$ cat config.mk
export PLATFORM = sky130hd
export DESIGN_NAME = dport_regbank
export DESIGN_NICKNAME = d
export VERILOG_FILES = /design/src/rtl/dport_regbank.sv
export SDC_FILE = /design/constraint.sdc
export NUM_CORES = 1
export LEC_CHECK = 0
export ABC_AREA = 1
export CAP_MARGIN = 20
export CORE_AREA = 4 4 247 249
export CTS_BUF_LIST = sky130_fd_sc_hd__clkbuf_8
export CTS_CLUSTER_SIZE = 12
export DETAILED_ROUTE_END_ITERATION = 6
export DIE_AREA = 0 0 251 253
export PLACE_DENSITY = 0.83
export SYNTH_ARGS = -nofsm -noshare
export SYNTH_HDL_FRONTEND = slang
export SYNTH_SLANG_ARGS = --single-unit
$ cat constraint.sdc
create_clock -name clk -period 31.9 [get_ports clk]
set_input_delay 6.38 -clock clk [delete_from_list [all_inputs] [get_ports clk]]
set_output_delay 6.38 -clock clk [all_outputs]
set_load 0.005 [all_outputs]
$ cat src/rtl/dport_regbank.sv
// dport_regbank: shadow/live attribute bank with control, aux and interrupt registers on a req/ack bus.
// Latency: reg_ack/reg_rdata/reg_err one cycle after reg_req; attr loads from shadow at vblank (or every cycle in immediate mode).
// Backpressure: none; a transfer may be issued every cycle and always completes.
module dport_regbank #(
  parameter int ATTRW = 274,
  parameter int NIRQ  = 8
) (
  input  logic             clk,
  input  logic             rst,
  input  logic [7:0]       reg_addr,
  input  logic [31:0]      reg_wdata,
  input  logic [3:0]       reg_wstrb,
  input  logic             reg_wr,
  input  logic             reg_req,
  output logic [31:0]      reg_rdata,
  output logic             reg_ack,
  output logic             reg_err,
  output logic [ATTRW-1:0] attr,
  output logic [31:0]      phyctl,
  output logic [31:0]      auxctrl,
  input  logic [31:0]      auxstat,
  input  logic             vblank,
  input  logic [NIRQ-1:0]  irq_src,
  output logic             irq
);
  localparam int         NATTR   = (ATTRW + 31) / 32;
  localparam logic [6:0] NATTR_W = 7'(NATTR);

  logic [ATTRW-1:0] shadow_q;
  logic [ATTRW-1:0] shadow_d;
  logic             pend_q;
  logic             imm_q;
  logic [NIRQ-1:0]  irq_stat_q;
  logic [NIRQ-1:0]  irq_en_q;
  logic [NIRQ-1:0]  irq_src_q;
  logic [NIRQ-1:0]  irq_rise;
  logic [NIRQ-1:0]  irq_clr;

  logic [5:0]  widx;
  logic        sel_phy, sel_ctrl, sel_aux, sel_stat, sel_istat, sel_ien, sel_attr;
  logic        addr_ok;
  logic        wr_en;
  logic [31:0] bmask;
  logic [31:0] rd_val;

  // Address decode, byte-lane mask and read mux (reads see pre-write state).
  always_comb begin
    widx      = reg_addr[7:2] - 6'd16;
    sel_phy   = (reg_addr == 8'h00);
    sel_ctrl  = (reg_addr == 8'h04);
    sel_aux   = (reg_addr == 8'h08);
    sel_stat  = (reg_addr == 8'h0C);
    sel_istat = (reg_addr == 8'h10);
    sel_ien   = (reg_addr == 8'h14);
    sel_attr  = (reg_addr[7:6] != 2'b00) && (reg_addr[1:0] == 2'b00) && ({1'b0, widx} < NATTR_W);
    // auxstat is read-only: a write there is an error
    addr_ok   = sel_phy | sel_ctrl | sel_aux | (sel_stat & ~reg_wr) | sel_istat | sel_ien | sel_attr;
    wr_en     = reg_req & reg_wr & addr_ok;
    bmask     = {{8{reg_wstrb[3]}}, {8{reg_wstrb[2]}}, {8{reg_wstrb[1]}}, {8{reg_wstrb[0]}}};
    rd_val    = '0;
    if (sel_phy)   rd_val = phyctl;
    if (sel_ctrl)  rd_val[1:0] = {imm_q, pend_q};
    if (sel_aux)   rd_val = auxctrl;
    if (sel_stat)  rd_val = auxstat;
    if (sel_istat) rd_val[NIRQ-1:0] = irq_stat_q;
    if (sel_ien)   rd_val[NIRQ-1:0] = irq_en_q;
    if (sel_attr) begin
      for (int b = 0; b < ATTRW; b++)
        if (widx == 6'(b / 32)) rd_val[b % 32] = shadow_q[b];
    end
  end

  // Byte-lane merge of a bus write into the shadow attribute words.
  always_comb begin
    shadow_d = shadow_q;
    if (wr_en && sel_attr) begin
      for (int b = 0; b < ATTRW; b++)
        if (widx == 6'(b / 32) && bmask[b % 32]) shadow_d[b] = reg_wdata[b % 32];
    end
  end

  // Interrupt edge detect and write-one-to-clear mask.
  always_comb begin
    irq_rise = irq_src & ~irq_src_q;
    irq_clr  = '0;
    if (wr_en && sel_istat) irq_clr = reg_wdata[NIRQ-1:0] & bmask[NIRQ-1:0];
  end

  // Bus response: one-cycle delayed ack with registered data/error.
  always_ff @(posedge clk or posedge rst) begin
    if (rst) begin
      reg_ack   <= 1'b0;
      reg_err   <= 1'b0;
      reg_rdata <= '0;
    end else begin
      reg_ack   <= reg_req;
      reg_err   <= reg_req & ~addr_ok;
      reg_rdata <= (reg_req && !reg_wr && addr_ok) ? rd_val : '0;
    end
  end

  // phyctl and auxctrl; auxctrl[31] is a one-cycle pulse.
  always_ff @(posedge clk or posedge rst) begin
    if (rst) begin
      phyctl  <= '0;
      auxctrl <= '0;
    end else begin
      if (wr_en && sel_phy) phyctl <= (phyctl & ~bmask) | (reg_wdata & bmask);
      if (wr_en && sel_aux) auxctrl <= ({1'b0, auxctrl[30:0]} & ~bmask) | (reg_wdata & bmask);
      else                  auxctrl[31] <= 1'b0;
    end
  end

  // Commit control: a new request beats the vblank clear in the same cycle.
  always_ff @(posedge clk or posedge rst) begin
    if (rst) begin
      pend_q <= 1'b0;
      imm_q  <= 1'b0;
    end else begin
      pend_q <= (pend_q & ~vblank) | (wr_en & sel_ctrl & reg_wstrb[0] & reg_wdata[0]);
      if (wr_en && sel_ctrl && reg_wstrb[0]) imm_q <= reg_wdata[1];
    end
  end

  // Shadow register and live attributes (live loads the pre-write shadow).
  always_ff @(posedge clk or posedge rst) begin
    if (rst) begin
      shadow_q <= '0;
      attr     <= '0;
    end else begin
      shadow_q <= shadow_d;
      if (imm_q || (vblank && pend_q)) attr <= shadow_q;
    end
  end

  // Interrupt status/enable; set wins over clear, irq is registered.
  always_ff @(posedge clk or posedge rst) begin
    if (rst) begin
      irq_stat_q <= '0;
      irq_en_q   <= '0;
      irq_src_q  <= '0;
      irq        <= 1'b0;
    end else begin
      irq_src_q  <= irq_src;
      irq_stat_q <= (irq_stat_q & ~irq_clr) | irq_rise;
      if (wr_en && sel_ien) irq_en_q <= (irq_en_q & ~bmask[NIRQ-1:0]) | (reg_wdata[NIRQ-1:0] & bmask[NIRQ-1:0]);
      irq        <= |(irq_stat_q & irq_en_q);
    end
  end

endmodule
==> report_table.html, run 1 <==
<table>
<tr><th>Metric</th><th>Value</th></tr>
<tr><th colspan="2">Run status</th></tr>
<tr><td>Status</td><td>complete, no violations</td></tr>
<tr><th colspan="2">Placement</th></tr>
<tr><td>HPWL reported at the end of detailed placement</td><td>63200 um</td></tr>
<tr><td>Number of buffers added on ports</td><td>461</td></tr>
<tr><td>Weighted congestion at the end of routability-driven global placement</td><td>0.932</td></tr>
<tr><th colspan="2">Critical path</th></tr>
<tr><td>FF-to-FF path depth</td><td>4</td></tr>
<tr><td>Reg-to-reg setup timing slack</td><td>about 29 ns</td></tr>
<tr><td>Crit-path max FO</td><td>16</td></tr>
<tr><td>Launch point of the critical path</td><td>reg_addr[7]</td></tr>
<tr><td>Setup CP Type</td><td>input port to flop</td></tr>
<tr><td>Kind of end point of the critical path</td><td>flop</td></tr>
<tr><td>Worst setup SP type</td><td>input port</td></tr>
<tr><td>End of the worst register-to-register path</td><td>attr[186]</td></tr>
<tr><td>Worst path arrival time</td><td>~9.8 ns</td></tr>
<tr><td>Start of the worst register-to-register path</td><td>pend_q</td></tr>
<tr><td>Critical path required time</td><td>32.45 ns</td></tr>
<tr><th colspan="2">STA</th></tr>
<tr><td>Setup skew after layout</td><td>0.0331 ns</td></tr>
<tr><td>Setup tns final</td><td>0 ns</td></tr>
<tr><td>Transition time at the pin with the least slew margin</td><td>1.14 ns</td></tr>
<tr><td>Maximum frequency from static timing analysis</td><td>0.108 GHz</td></tr>
<tr><td>Final worst-path cycle share</td><td>29.1%</td></tr>
<tr><td>Post-route worst hold slack</td><td>~0.43 ns</td></tr>
<tr><td>Worst max-slew margin expressed relative to the limit</td><td>23.8%</td></tr>
<tr><td>Time the final worst path needs with I/O delays and setup</td><td>9.28 ns</td></tr>
<tr><td>Count of endpoints failing hold in the final timing report</td><td>0</td></tr>
<tr><td>Final setup fails</td><td>0</td></tr>
<tr><td>Final number of max-transition violations</td><td>0</td></tr>
<tr><td>RSZ-0062 raised after global routing</td><td>no</td></tr>
<tr><th colspan="2">Synth</th></tr>
<tr><td>Ys Warns</td><td>0</td></tr>
<tr><td>Synth Register Bits</td><td>673</td></tr>
<tr><td>Netlist area before placement</td><td>28000 um2</td></tr>
<tr><td>Ranking of synthesized cells by instance count</td><td>673 x sky130_fd_sc_hd__dfrtp_1, 664 x sky130_fd_sc_hd__nand2_1, 251 x sky130_fd_sc_hd__o21ai_1, 243 x sky130_fd_sc_hd__mux2_2, 177 x sky130_fd_sc_hd__a21oi_1</td></tr>
<tr><td>Number of distinct library cell variants in the gate-level netlist after synthesis</td><td>35</td></tr>
<tr><td>Nets in the synthesized netlist</td><td>2818</td></tr>
<tr><td>Leading post-synthesis cells by cell area</td><td>sky130_fd_sc_hd__dfrtp_1 60%, sky130_fd_sc_hd__mux2_2 9.8%, sky130_fd_sc_hd__nand2_1 8.9%, sky130_fd_sc_hd__o21ai_1 4.5%, sky130_fd_sc_hd__a21oi_1 3.2%</td></tr>
<tr><td>Post-synthesis instance total</td><td>2729</td></tr>
<tr><td>Cell accounting for the most synthesized area</td><td>sky130_fd_sc_hd__dfrtp_1</td></tr>
<tr><td>Avg Synthesized Cell Area</td><td>10.2 um2</td></tr>
<tr><td>Fraction of post-synthesis cell area in the top cell type by area</td><td>60.2%</td></tr>
<tr><td>Number of enable-type register cells in the synthesized netlist</td><td>0</td></tr>
<tr><td>Sequential share of the synthesized area</td><td>60.2%</td></tr>
<tr><td>Top FF cell, synth</td><td>sky130_fd_sc_hd__dfrtp_1</td></tr>
<tr><td>Dominant cell by count in the synthesized netlist</td><td>sky130_fd_sc_hd__dfrtp_1</td></tr>
<tr><td>FFs w/ async S/R, synth</td><td>100%</td></tr>
<tr><th colspan="2">Floorplan</th></tr>
<tr><td>Height of the chip</td><td>roughly 250 um</td></tr>
<tr><td>Effective utilization at floorplan</td><td>a little under half</td></tr>
<tr><td>Die Outline Area</td><td>63500 um2</td></tr>
<tr><td>Ports</td><td>462</td></tr>
<tr><td>Area of the core</td><td>a little under 60000 um2</td></tr>
<tr><td>Number of rows created at floorplan</td><td>89</td></tr>
<tr><td>Die boundary width</td><td>between 200 and 300 um</td></tr>
<tr><th colspan="2">Clock tree</th></tr>
<tr><td>Number of clock sinks seen by CTS</td><td>673</td></tr>
<tr><td>CTS-repair resized insts</td><td>0</td></tr>
<tr><td>Worst-case clock buffer depth</td><td>3</td></tr>
<tr><td>CTS tree</td><td>done</td></tr>
<tr><td>Worst skew pair latency</td><td>0.71 ns</td></tr>
<tr><td>Number of hold buffers added after cts</td><td>0</td></tr>
<tr><td>Clock transition at the register clock pins on the worst setup and hold paths after CTS</td><td>0.06 ns</td></tr>
<tr><td>CTS Root Cell</td><td>sky130_fd_sc_hd__clkbuf_8</td></tr>
<tr><td>CTS buffer count</td><td>107</td></tr>
<tr><td>Buffers inserted during post-CTS setup optimization</td><td>0</td></tr>
<tr><td>CTS H-Tree Depth</td><td>3</td></tr>
<tr><th colspan="2">Power and ir drop</th></tr>
<tr><td>Part of the total power dissipated in the clock network</td><td>45.3%</td></tr>
<tr><td>Net switching power</td><td>just under 400 uW</td></tr>
<tr><td>Internal power component</td><td>about 1300 uW</td></tr>
<tr><td>Switching fraction of total power</td><td>23.2%</td></tr>
<tr><td>Leakage component of the power</td><td>roughly 0.017 uW</td></tr>
<tr><td>Share of total power in sequential cells</td><td>50.7%</td></tr>
<tr><td>Logic pwr share</td><td>around 4.0%</td></tr>
<tr><td>Max rail drop VDD</td><td>0.0000291 V</td></tr>
<tr><td>Pwr/cell area</td><td>48.1 nW/um2</td></tr>
<tr><th colspan="2">Cells and area</th></tr>
<tr><td>Layout overhead on the synthesized area</td><td>26.6%</td></tr>
<tr><td>Number of nets in the final layout</td><td>3271</td></tr>
<tr><td>Fraction of layout cells with a size suffix above 1</td><td>15.7%</td></tr>
<tr><td>End-of-flow core utilization</td><td>60.3%</td></tr>
<tr><td>Number of filler cells placed in the layout</td><td>approximately 4700</td></tr>
<tr><th colspan="2">Job</th></tr>
<tr><td>Max_cap viols</td><td>0</td></tr>
<tr><th colspan="2">Global routing</th></tr>
<tr><td>Total congestion overflow</td><td>0</td></tr>
<tr><td>Global-route wire length before repair</td><td>140000 um</td></tr>
<tr><td>Total GRT Usage</td><td>between 20 and 30%</td></tr>
<tr><td>Met3 track utilization from global routing</td><td>between 6 and 7%</td></tr>
<tr><td>Global route hottest layer</td><td>met2</td></tr>
<tr><td>Met2 Resource Use GR</td><td>46.0%</td></tr>
<tr><td>Global routing met1 resource utilization</td><td>38.5%</td></tr>
<tr><td>Vias in the first global route</td><td>23000</td></tr>
<tr><td>Pin count of the biggest net entering global routing</td><td>189</td></tr>
<tr><td>Number of antenna violations at the first check in global routing</td><td>3</td></tr>
<tr><th colspan="2">Route</th></tr>
<tr><td>Routed via count</td><td>approximately 23000</td></tr>
<tr><td>Routed vias/inst</td><td>5.71</td></tr>
<tr><td>Total Routed Length</td><td>roughly 94000 um</td></tr>
<tr><td>Drt drc</td><td>0</td></tr>
<tr><td>DRT iter0 DRCs</td><td>approximately 2400</td></tr>
<tr><td>Number of detailed-route iterations in the first pass</td><td>6</td></tr>
<tr><td>Antenna-violating nets left</td><td>0</td></tr>
<tr><td>DR WL/cell</td><td>23.2 um</td></tr>
<tr><th colspan="2">Hold path</th></tr>
<tr><td>Type of the worst min-delay path</td><td>flop to flop</td></tr>
</table>
-- stage by stage --
stage | setup WS, ns | instances | instance area (um2) | total power (uW)
6_report | 22.62 | 4037 | 35400 | 1700
5_1_grt | 22.16 | 4036 | 35400 | 1750
4_1_cts | 22.55 | 4033 | 35300 | 1710
3_5_place_dp | 21.77 | 3844 | 33100 | 945
3_3_place_gp | 21.90 | 3844 | 33100 | 945
2_1_floorplan | 6.66 | 2729 | 28000 | 907
-- layout make-up --
class,count,area (um2),share of cell area [%]
Clock buffer,123,1690,4.78
Tap cell,773,967,2.73
Sequential cell,673,16800,47.6
Inverter,144,559,1.58
Multi-Input combinational cell,1772,9940,28.1
Antenna cell,2,5.00,0.0141
Timing Repair Buffer,484,4860,13.7
Clock inverter,66,519,1.47
-- cells by family after synthesis --
group | share of synthesized area (%)
buf+inv | 4.45
mux | 9.79
flops | 60.2
compound gates | 10.6
simple gates | 14.9
-- per-layer routing --
layer  up-vias  wire [um]
met5         -         20
met4         2       4010
met3       260       8960
met2      1420      43800
met1     11400      36900
li1       9999          -
-- cell usage in the layout, fill, tap and decap left out, types with 2 or more instances in the layout --
cell type,count
sky130_fd_sc_hd__nor2_2,3
sky130_fd_sc_hd__nand2_2,3
sky130_fd_sc_hd__bufinv_16,9
sky130_fd_sc_hd__inv_8,2
sky130_fd_sc_hd__o21ai_1,251
sky130_fd_sc_hd__nand3_1,64
sky130_fd_sc_hd__clkinv_2,12
sky130_fd_sc_hd__inv_2,7
sky130_fd_sc_hd__nand2_1,662
sky130_fd_sc_hd__mux2_2,243
sky130_fd_sc_hd__clkdlybuf4s50_1,461
sky130_fd_sc_hd__a21oi_1,177
sky130_fd_sc_hd__nor3_1,2
sky130_fd_sc_hd__nand2_4,35
sky130_fd_sc_hd__nor2_1,98
sky130_fd_sc_hd__nor2_4,15
sky130_fd_sc_hd__o21a_1,2
sky130_fd_sc_hd__a31oi_1,2
sky130_fd_sc_hd__o21ai_0,136
sky130_fd_sc_hd__nor3_2,2
sky130_fd_sc_hd__dfrtp_1,673
sky130_fd_sc_hd__buf_4,18
sky130_fd_sc_hd__inv_6,4
sky130_fd_sc_hd__diode_2,2
sky130_fd_sc_hd__or2_2,19
sky130_fd_sc_hd__o22ai_1,3
sky130_fd_sc_hd__buf_12,3
sky130_fd_sc_hd__clkbuf_8,123
sky130_fd_sc_hd__nand4_1,39
sky130_fd_sc_hd__o21ai_2,8
sky130_fd_sc_hd__inv_1,175
sky130_fd_sc_hd__nor2_8,2
sky130_fd_sc_hd__buf_16,2
-- worst min-delay path by stage --
| stage | cells after the start | slack, ns | to | start |
|---|---|---|---|---|
| global placement | 1 | 0.41 | irq_stat_q[3] | irq_src_q[3] |
| floorplan | 1 | 0.40 | irq_stat_q[0] | irq_src_q[0] |
| finish | 1 | 0.43 | irq_stat_q[6] | irq_src_q[6] |
| detailed placement | 1 | 0.42 | irq_stat_q[1] | irq_src_q[1] |
| global route | 1 | 0.44 | irq_stat_q[7] | irq_src_q[7] |
| CTS | 1 | 0.43 | irq_stat_q[1] | irq_src_q[1] |
-- critical path, stage by stage --
cell and delay, ns:
sky130_fd_sc_hd__clkdlybuf4s50_1 0.44, sky130_fd_sc_hd__nor2_1 0.21, sky130_fd_sc_hd__nand3_1 0.20, sky130_fd_sc_hd__nor2_1 0.63
sky130_fd_sc_hd__inv_2 0.18, sky130_fd_sc_hd__nand4_1 0.18, sky130_fd_sc_hd__nand2_2 0.10, sky130_fd_sc_hd__nor2_4 0.16
sky130_fd_sc_hd__inv_2 0.09, sky130_fd_sc_hd__nor2_1 0.47, sky130_fd_sc_hd__nand2_1 0.50, sky130_fd_sc_hd__nand2_1 0.17
sky130_fd_sc_hd__o21ai_0 0.10
-- power groups by stage --
stage	combinational [uW]	sequential, uW	clock (uW)
after floorplan	28.8	878	0
after global placement	67.1	878	0
after detailed placement	67.4	878	0
after CTS	68.0	863	776
after global routing	74.3	863	815
final	68.4	863	770
No activity file was read; power rests on OpenSTA's default activity.
==> run 2: changes to the inputs <==
==> constraint.sdc (replaced) <==
create_clock -name clk -period 8.81 [get_ports clk]
set_input_delay 1.762 -clock clk [delete_from_list [all_inputs] [get_ports clk]]
set_output_delay 1.762 -clock clk [all_outputs]
set_load 0.005 [all_outputs]
==> report_table.html, run 2 (synthesized netlist as in run 1, its figures left out) <==
<table>
<tr><th>Metric</th><th>Value</th></tr>
<tr><th colspan="2">Global routing</th></tr>
<tr><td>Total congestion overflow</td><td>0</td></tr>
<tr><td>Global-route wire length before repair</td><td>140000 um</td></tr>
<tr><td>Vias in the first global route</td><td>23000</td></tr>
<tr><td>Pin count of the biggest net entering global routing</td><td>158</td></tr>
<tr><td>Number of antenna violations at the first check in global routing</td><td>2</td></tr>
<tr><td>Total GRT Usage</td><td>29.0%</td></tr>
<tr><th colspan="2">Clock tree</th></tr>
<tr><td>Number of hold buffers added after cts</td><td>0</td></tr>
<tr><td>CTS buffer count</td><td>106</td></tr>
<tr><td>Number of clock sinks seen by CTS</td><td>673</td></tr>
<tr><td>CTS H-Tree Depth</td><td>3</td></tr>
<tr><td>CTS-repair resized insts</td><td>0</td></tr>
<tr><td>Clock transition at the register clock pins on the worst setup and hold paths after CTS</td><td>around 0.06 ns</td></tr>
<tr><td>Worst-case clock buffer depth</td><td>3</td></tr>
<tr><td>CTS tree</td><td>done</td></tr>
<tr><td>Worst skew pair latency</td><td>0.71 ns</td></tr>
<tr><td>CTS Root Cell</td><td>sky130_fd_sc_hd__clkbuf_8</td></tr>
<tr><td>Buffers inserted during post-CTS setup optimization</td><td>0</td></tr>
<tr><th colspan="2">STA</th></tr>
<tr><td>Time the final worst path needs with I/O delays and setup</td><td>4.82 ns</td></tr>
<tr><td>Final setup fails</td><td>0</td></tr>
<tr><td>Count of endpoints failing hold in the final timing report</td><td>0</td></tr>
<tr><td>Setup skew after layout</td><td>about 0.02 ns</td></tr>
<tr><td>Final worst-path cycle share</td><td>54.7%</td></tr>
<tr><td>Worst max-slew margin expressed relative to the limit</td><td>29.0%</td></tr>
<tr><td>Smallest setup slack after layout</td><td>3.99 ns</td></tr>
<tr><td>RSZ-0062 raised after global routing</td><td>no</td></tr>
<tr><td>Maximum frequency from static timing analysis</td><td>a little over 0.2 GHz</td></tr>
<tr><td>Final number of max-transition violations</td><td>0</td></tr>
<tr><td>Transition time at the pin with the least slew margin</td><td>roughly 1.1 ns</td></tr>
<tr><td>Post-route worst hold slack</td><td>0.418 ns</td></tr>
<tr><th colspan="2">Placement</th></tr>
<tr><td>Weighted congestion at the end of routability-driven global placement</td><td>0.965</td></tr>
<tr><td>HPWL reported at the end of detailed placement</td><td>approximately 64000 um</td></tr>
<tr><td>Post-Place Cells</td><td>3848</td></tr>
<tr><td>Number of buffers added on ports</td><td>461</td></tr>
<tr><td>Worst slack after detailed placement</td><td>3.33 ns</td></tr>
<tr><th colspan="2">Critical path</th></tr>
<tr><td>Setup CP Type</td><td>input port to flop</td></tr>
<tr><td>Critical path required time</td><td>roughly 9.4 ns</td></tr>
<tr><td>Kind of end point of the critical path</td><td>flop</td></tr>
<tr><td>Crit-path max FO</td><td>16</td></tr>
<tr><td>Worst setup SP type</td><td>input port</td></tr>
<tr><td>Worst path arrival time</td><td>5.43 ns</td></tr>
<tr><th colspan="2">Power and ir drop</th></tr>
<tr><td>Max rail drop VDD</td><td>0.000113 V</td></tr>
<tr><td>Overall power consumption</td><td>6170 uW</td></tr>
<tr><td>Net switching power</td><td>1440 uW</td></tr>
<tr><td>Switching fraction of total power</td><td>23.4%</td></tr>
<tr><td>Logic pwr share</td><td>4.1%</td></tr>
<tr><td>Internal power component</td><td>between 4000 and 5000 uW</td></tr>
<tr><td>Pwr/cell area</td><td>174 nW/um2</td></tr>
<tr><td>Part of the total power dissipated in the clock network</td><td>a little under half</td></tr>
<tr><td>Share of total power in sequential cells</td><td>between 50% and 60%</td></tr>
<tr><td>Leakage component of the power</td><td>0.0170 uW</td></tr>
<tr><th colspan="2">Route</th></tr>
<tr><td>Routed via count</td><td>between 20000 and 25000</td></tr>
<tr><td>Drt drc</td><td>0</td></tr>
<tr><td>Total Routed Length</td><td>93600 um</td></tr>
<tr><td>Number of detailed-route iterations in the first pass</td><td>6</td></tr>
<tr><td>DRT iter0 DRCs</td><td>2564</td></tr>
<tr><td>Antenna-violating nets left</td><td>0</td></tr>
<tr><td>Routed vias/inst</td><td>5.66</td></tr>
<tr><td>DR WL/cell</td><td>23.1 um</td></tr>
<tr><th colspan="2">Floorplan</th></tr>
<tr><td>Die Outline Area</td><td>roughly 64000 um2</td></tr>
<tr><td>Ports</td><td>462</td></tr>
<tr><td>Area of the core</td><td>58700 um2</td></tr>
<tr><td>Height of the chip</td><td>253 um</td></tr>
<tr><td>Die boundary width</td><td>251 um</td></tr>
<tr><td>Effective utilization at floorplan</td><td>between 40% and 50%</td></tr>
<tr><td>Number of rows created at floorplan</td><td>89</td></tr>
<tr><th colspan="2">Cells and area</th></tr>
<tr><td>Commonest cells after routing, fill and taps aside</td><td>673 x sky130_fd_sc_hd__dfrtp_1, 662 x sky130_fd_sc_hd__nand2_1, 461 x sky130_fd_sc_hd__clkdlybuf4s50_1</td></tr>
<tr><td>Fraction of layout cells with a size suffix above 1</td><td>16.4%</td></tr>
<tr><td>Number of nets in the final layout</td><td>3273</td></tr>
<tr><td>Final Instance Count excl. Fillers</td><td>4045</td></tr>
<tr><td>Layout overhead on the synthesized area</td><td>26.9%</td></tr>
<tr><td>Leading cell type in the layout, fill and taps excluded</td><td>sky130_fd_sc_hd__dfrtp_1</td></tr>
<tr><td>Number of filler cells placed in the layout</td><td>roughly 4600</td></tr>
<tr><th colspan="2">Job</th></tr>
<tr><td>Max_cap viols</td><td>0</td></tr>
<tr><th colspan="2">Hold path</th></tr>
<tr><td>Type of the worst min-delay path</td><td>flop to flop</td></tr>
<tr><th colspan="2">Run status</th></tr>
<tr><td>Status</td><td>complete, no violations</td></tr>
</table>
[run 2: cell types whose count changed in the layout (fill, tap and decap cells not counted)]
cell / change
sky130_fd_sc_hd__inv_6: -2
sky130_fd_sc_hd__clkbuf_8: +19
sky130_fd_sc_hd__clkinvlp_4: +5
sky130_fd_sc_hd__buf_12: +3
sky130_fd_sc_hd__bufinv_16: -6
sky130_fd_sc_hd__inv_8: -1
sky130_fd_sc_hd__clkinv_2: +5
sky130_fd_sc_hd__diode_2: -1
sky130_fd_sc_hd__buf_16: -2
sky130_fd_sc_hd__inv_1: -15
sky130_fd_sc_hd__buf_4: +2
sky130_fd_sc_hd__clkinv_4: +1
[run 2: path summary, 6_finish.rpt]
| path | end | depth (start not counted) | slack (ns) | startpoint |
|---|---|---|---|---|
| min reg2reg | irq_stat_q[1] | 1 | 0.42 | irq_src_q[1] |
| max in group asynchronous | attr[12] | 5 | 5.75 | rst |
| min | irq_stat_q[1] | 1 | 0.42 | irq_src_q[1] |
| max reg2reg | attr[180] | 4 | 6.15 | pend_q |
| min in group asynchronous | irq_src_q[6] | 3 | 1.55 | rst |
| max | flop | 12 | 3.99 | reg_addr[2] |
[run 2: final cells by class]
class                           instances  area, um2  area share [%]
Sequential cell                       673      16800            47.5
Inverter                              144        556            1.57
Clock buffer                          142       1950            5.51
Timing Repair Buffer                  487       4880            13.8
Tap cell                              773        967            2.73
Antenna cell                            1       2.50         0.00705
Clock inverter                         53        329           0.928
Multi-Input combinational cell       1772       9940            28.0
[run 2: per-stage QoR]
step	utilization (%)	TNS, ns	instance area [um2]
final	60.4	0	35500
after CTS	60.4	0	35500
after detailed placement	56.5	0	33200
after floorplan	-	-1451.20	28000
after global routing	60.4	0	35500
after global placement	56.5	0	33200
[run 2: metal layers]
metal	up-vias	global-route usage, %	share of wire [%]
li1	10000	-	-
met5	-	0	0
met1	11200	38.3	39
met3	284	6.61	10
met2	1406	45.3	46
met4	0	15.0	5.5
[run 2: worst max-delay path, stage by stage]
cell	delay, ns
sky130_fd_sc_hd__clkdlybuf4s50_1	0.50
sky130_fd_sc_hd__nor2_1	0.23
sky130_fd_sc_hd__nand2_1	0.16
sky130_fd_sc_hd__nor2_1	0.64
sky130_fd_sc_hd__inv_2	0.20
sky130_fd_sc_hd__nand4_1	0.18
sky130_fd_sc_hd__nand2_2	0.11
sky130_fd_sc_hd__nor2_4	0.16
sky130_fd_sc_hd__inv_2	0.08
sky130_fd_sc_hd__nor2_1	0.59
sky130_fd_sc_hd__nand2_1	0.48
sky130_fd_sc_hd__o21ai_0	0.31
[run 2: power groups by stage]
stage               clock network [uW]  logic [uW]  registers, uW
finish                            2790         252           3120
floorplan                            0         105           3180
global route                      2960         273           3120
detailed placement                   0         251           3180
global placement                     0         251           3180
CTS                               2820         253           3120
==> run 3: changes to the inputs <==
--- a/config.mk
+++ b/config.mk
@@ -12,7 +12,7 @@
 export CTS_CLUSTER_SIZE = 12
 export DETAILED_ROUTE_END_ITERATION = 6
 export DIE_AREA = 0 0 251 253
-export PLACE_DENSITY = 0.83
+export PLACE_DENSITY = 0.86
 export SYNTH_ARGS = -nofsm -noshare
 export SYNTH_HDL_FRONTEND = slang
 export SYNTH_SLANG_ARGS = --single-unit
==> constraint.sdc (replaced) <==
create_clock -name clk -period 4.25 [get_ports clk]
set_input_delay 0.85 -clock clk [delete_from_list [all_inputs] [get_ports clk]]
set_output_delay 0.85 -clock clk [all_outputs]
set_load 0.005 [all_outputs]
==> report_table.html, run 3 (synthesized netlist as in run 1, its figures left out) <==
<table>
<tr><th>Metric</th><th>Value</th></tr>
<tr><th colspan="2">Clock tree</th></tr>
<tr><td>CTS H-Tree Depth</td><td>3</td></tr>
<tr><td>Buffers inserted during post-CTS setup optimization</td><td>0</td></tr>
<tr><td>Worst-case clock buffer depth</td><td>3</td></tr>
<tr><td>Number of hold buffers added after cts</td><td>0</td></tr>
<tr><td>CTS-repair resized insts</td><td>0</td></tr>
<tr><td>Number of clock sinks seen by CTS</td><td>673</td></tr>
<tr><td>CTS buffer count</td><td>about 100</td></tr>
<tr><td>CTS tree</td><td>done</td></tr>
<tr><td>Clock transition at the register clock pins on the worst setup and hold paths after CTS</td><td>0.06 ns</td></tr>
<tr><td>Worst skew pair latency</td><td>between 0.7 and 0.8 ns</td></tr>
<tr><td>CTS Root Cell</td><td>sky130_fd_sc_hd__clkbuf_8</td></tr>
<tr><th colspan="2">Cells and area</th></tr>
<tr><td>Area occupied by multi-input gates</td><td>~9900 um2</td></tr>
<tr><td>Number of nets in the final layout</td><td>3317</td></tr>
<tr><td>Combined flip-flop and latch cell area</td><td>approximately 17000 um2</td></tr>
<tr><td>Number of filler cells placed in the layout</td><td>4605</td></tr>
<tr><td>Layout overhead on the synthesized area</td><td>28.0%</td></tr>
<tr><td>Design area</td><td>about 36000 um2</td></tr>
<tr><td>Commonest cells after routing, fill and taps aside</td><td>673 x sky130_fd_sc_hd__dfrtp_1, 662 x sky130_fd_sc_hd__nand2_1, 461 x sky130_fd_sc_hd__clkdlybuf4s50_1</td></tr>
<tr><td>Fraction of layout cells with a size suffix above 1</td><td>17.1%</td></tr>
<tr><td>Leading cell type in the layout, fill and taps excluded</td><td>sky130_fd_sc_hd__dfrtp_1</td></tr>
<tr><td>End-of-flow core utilization</td><td>61.0%</td></tr>
<tr><th colspan="2">Critical path</th></tr>
<tr><td>FF-to-FF path depth</td><td>5</td></tr>
<tr><td>Family of cells with the greatest summed delay on the critical path</td><td>simple AND/OR/NAND/NOR gates</td></tr>
<tr><td>CP max-delay cell</td><td>sky130_fd_sc_hd__clkdlybuf4s50_1</td></tr>
<tr><td>Critical path required time</td><td>4.85 ns</td></tr>
<tr><td>Most frequent CP cell</td><td>sky130_fd_sc_hd__nand2_1</td></tr>
<tr><td>Crit-path max FO</td><td>12</td></tr>
<tr><td>Number of buffer and inverter instances along the worst setup path</td><td>2</td></tr>
<tr><td>Setup CP Type</td><td>input port to flop</td></tr>
<tr><td>Kind of end point of the critical path</td><td>flop</td></tr>
<tr><td>Worst path arrival time</td><td>3.62 ns</td></tr>
<tr><td>Critical Path, Cell by Cell</td><td>clkdlybuf4s50_1 -&gt; nor2_1 -&gt; nand2_1 -&gt; nor2_4 -&gt; nand2_2 -&gt; o21ai_0 -&gt; nand3_1 -&gt; a21oi_1 -&gt; nand4_1 -&gt; nand2_1 -&gt; nand3_1 -&gt; nand2_1 -&gt; inv_1</td></tr>
<tr><td>Number of logic stages on the critical path including buffering</td><td>13</td></tr>
<tr><td>Worst setup SP type</td><td>input port</td></tr>
<tr><td>Delay contributed by the slowest stage of the critical path</td><td>about 0.44 ns</td></tr>
<tr><th colspan="2">Hold path</th></tr>
<tr><td>Instance count along the most critical hold path</td><td>1</td></tr>
<tr><td>Type of the worst min-delay path</td><td>flop to flop</td></tr>
<tr><th colspan="2">Power and ir drop</th></tr>
<tr><td>Logic pwr share</td><td>4.3%</td></tr>
<tr><td>Max rail drop VDD</td><td>0.000223 V</td></tr>
<tr><td>Part of the total power dissipated in the clock network</td><td>44.0%</td></tr>
<tr><td>Leakage component of the power</td><td>0.0172 uW</td></tr>
<tr><td>Pwr/cell area</td><td>350 nW/um2</td></tr>
<tr><td>Switching fraction of total power</td><td>23.5%</td></tr>
<tr><td>Overall power consumption</td><td>~13000 uW</td></tr>
<tr><td>Share of total power in sequential cells</td><td>51.6%</td></tr>
<tr><td>Internal power component</td><td>between 9000 and 10000 uW</td></tr>
<tr><td>Net switching power</td><td>2950 uW</td></tr>
<tr><th colspan="2">STA</th></tr>
<tr><td>Time the final worst path needs with I/O delays and setup</td><td>3.02 ns</td></tr>
<tr><td>Final setup fails</td><td>0</td></tr>
<tr><td>Transition time at the pin with the least slew margin</td><td>0.893 ns</td></tr>
<tr><td>Count of endpoints failing hold in the final timing report</td><td>0</td></tr>
<tr><td>Setup skew after layout</td><td>0.0283 ns</td></tr>
<tr><td>Setup tns final</td><td>0 ns</td></tr>
<tr><td>Final worst-path cycle share</td><td>71.1%</td></tr>
<tr><td>Maximum frequency from static timing analysis</td><td>0.331 GHz</td></tr>
<tr><td>Worst max-slew margin expressed relative to the limit</td><td>40.4%</td></tr>
<tr><td>Final number of max-transition violations</td><td>0</td></tr>
<tr><td>RSZ-0062 raised after global routing</td><td>no</td></tr>
<tr><td>Post-route worst hold slack</td><td>roughly 0.41 ns</td></tr>
<tr><th colspan="2">Floorplan</th></tr>
<tr><td>Die boundary width</td><td>251 um</td></tr>
<tr><td>Height of the chip</td><td>253 um</td></tr>
<tr><td>Area of the core</td><td>58700 um2</td></tr>
<tr><td>Ports</td><td>462</td></tr>
<tr><td>Die Outline Area</td><td>63500 um2</td></tr>
<tr><td>Effective utilization at floorplan</td><td>47.7%</td></tr>
<tr><td>Number of rows created at floorplan</td><td>89</td></tr>
<tr><th colspan="2">Run status</th></tr>
<tr><td>Status</td><td>complete, no violations</td></tr>
<tr><th colspan="2">Placement</th></tr>
<tr><td>Total cell area at the placement stage</td><td>~34000 um2</td></tr>
<tr><td>Number of buffers added on ports</td><td>461</td></tr>
<tr><td>Weighted congestion at the end of routability-driven global placement</td><td>around 0.94</td></tr>
<tr><td>HPWL reported at the end of detailed placement</td><td>67800 um</td></tr>
<tr><th colspan="2">Route</th></tr>
<tr><td>Drt drc</td><td>0</td></tr>
<tr><td>Antenna-violating nets left</td><td>0</td></tr>
<tr><td>DRT iter0 DRCs</td><td>2957</td></tr>
<tr><td>Total Routed Length</td><td>95900 um</td></tr>
<tr><td>Number of detailed-route iterations in the first pass</td><td>6</td></tr>
<tr><td>DR WL/cell</td><td>23.5 um</td></tr>
<tr><td>Routed via count</td><td>23500</td></tr>
<tr><td>Routed vias/inst</td><td>5.76</td></tr>
<tr><th colspan="2">Global routing</th></tr>
<tr><td>Vias in the first global route</td><td>23700</td></tr>
<tr><td>Global-route wire length before repair</td><td>144000 um</td></tr>
<tr><td>Total congestion overflow</td><td>0</td></tr>
<tr><td>Pin count of the biggest net entering global routing</td><td>91</td></tr>
<tr><td>Total GRT Usage</td><td>29.6%</td></tr>
<tr><td>Number of antenna violations at the first check in global routing</td><td>3</td></tr>
<tr><th colspan="2">Job</th></tr>
<tr><td>Max_cap viols</td><td>0</td></tr>
</table>
==> run 3: worst register-to-register path, cell delays in order, from the launching register on <==
cell	delay, ns
sky130_fd_sc_hd__dfrtp_1	0.38
sky130_fd_sc_hd__nand2_1	0.10
sky130_fd_sc_hd__nand2_4	0.36
sky130_fd_sc_hd__buf_12	0.29
sky130_fd_sc_hd__buf_12	0.30
sky130_fd_sc_hd__mux2_2	0.40
==> run 3: per-stage QoR <==
stage          std cells  setup slack [ns]
2_1_floorplan       2729             -5.80
3_3_place_gp        3894             0.616
3_5_place_dp        3894             0.586
4_1_cts             4082              1.32
5_1_grt             4084              1.01
6_report            4084              1.23
==> run 3: final cells by class <==
class / instances / share of cell area [%]
clock buffers: 127 / 4.88
inverters: 144 / 1.55
flip-flops and latches: 673 / 47.1
repair buffers: 533 / 14.9
clock inverters: 61 / 1.08
multi-input cells: 1772 / 27.8
well taps: 773 / 2.70
diodes: 1 / 0.00699
==> run 3: power groups by stage <==
stage	Clock [uW]	Combinational [uW]	Sequential (uW)
final	5520	541	6470
after global routing	5880	585	6470
after CTS	5580	541	6470
after detailed placement	0	539	6590
after global placement	0	533	6590
after floorplan	0	217	6600
==> run 3: routing by layer <==
metal,track usage [%],vias up,wire (um)
li1,-,10100,-
met1,37.9,11400,35900
met2,46.6,1624,44600
met3,8.02,345,10300
met4,15.1,4,5130
met5,0,-,22
==> run 3: final timing paths <==
path                         startpoint             to  slack (ns)
max                         reg_addr[7]  reg_rdata[15]        1.23
min                        irq_src_q[3]  irq_stat_q[3]        0.41
max reg2reg                      pend_q      attr[212]        2.32
min reg2reg                irq_src_q[3]  irq_stat_q[3]        0.41
max in group asynchronous           rst  shadow_q[176]        2.47
min in group asynchronous           rst       attr[38]        0.65
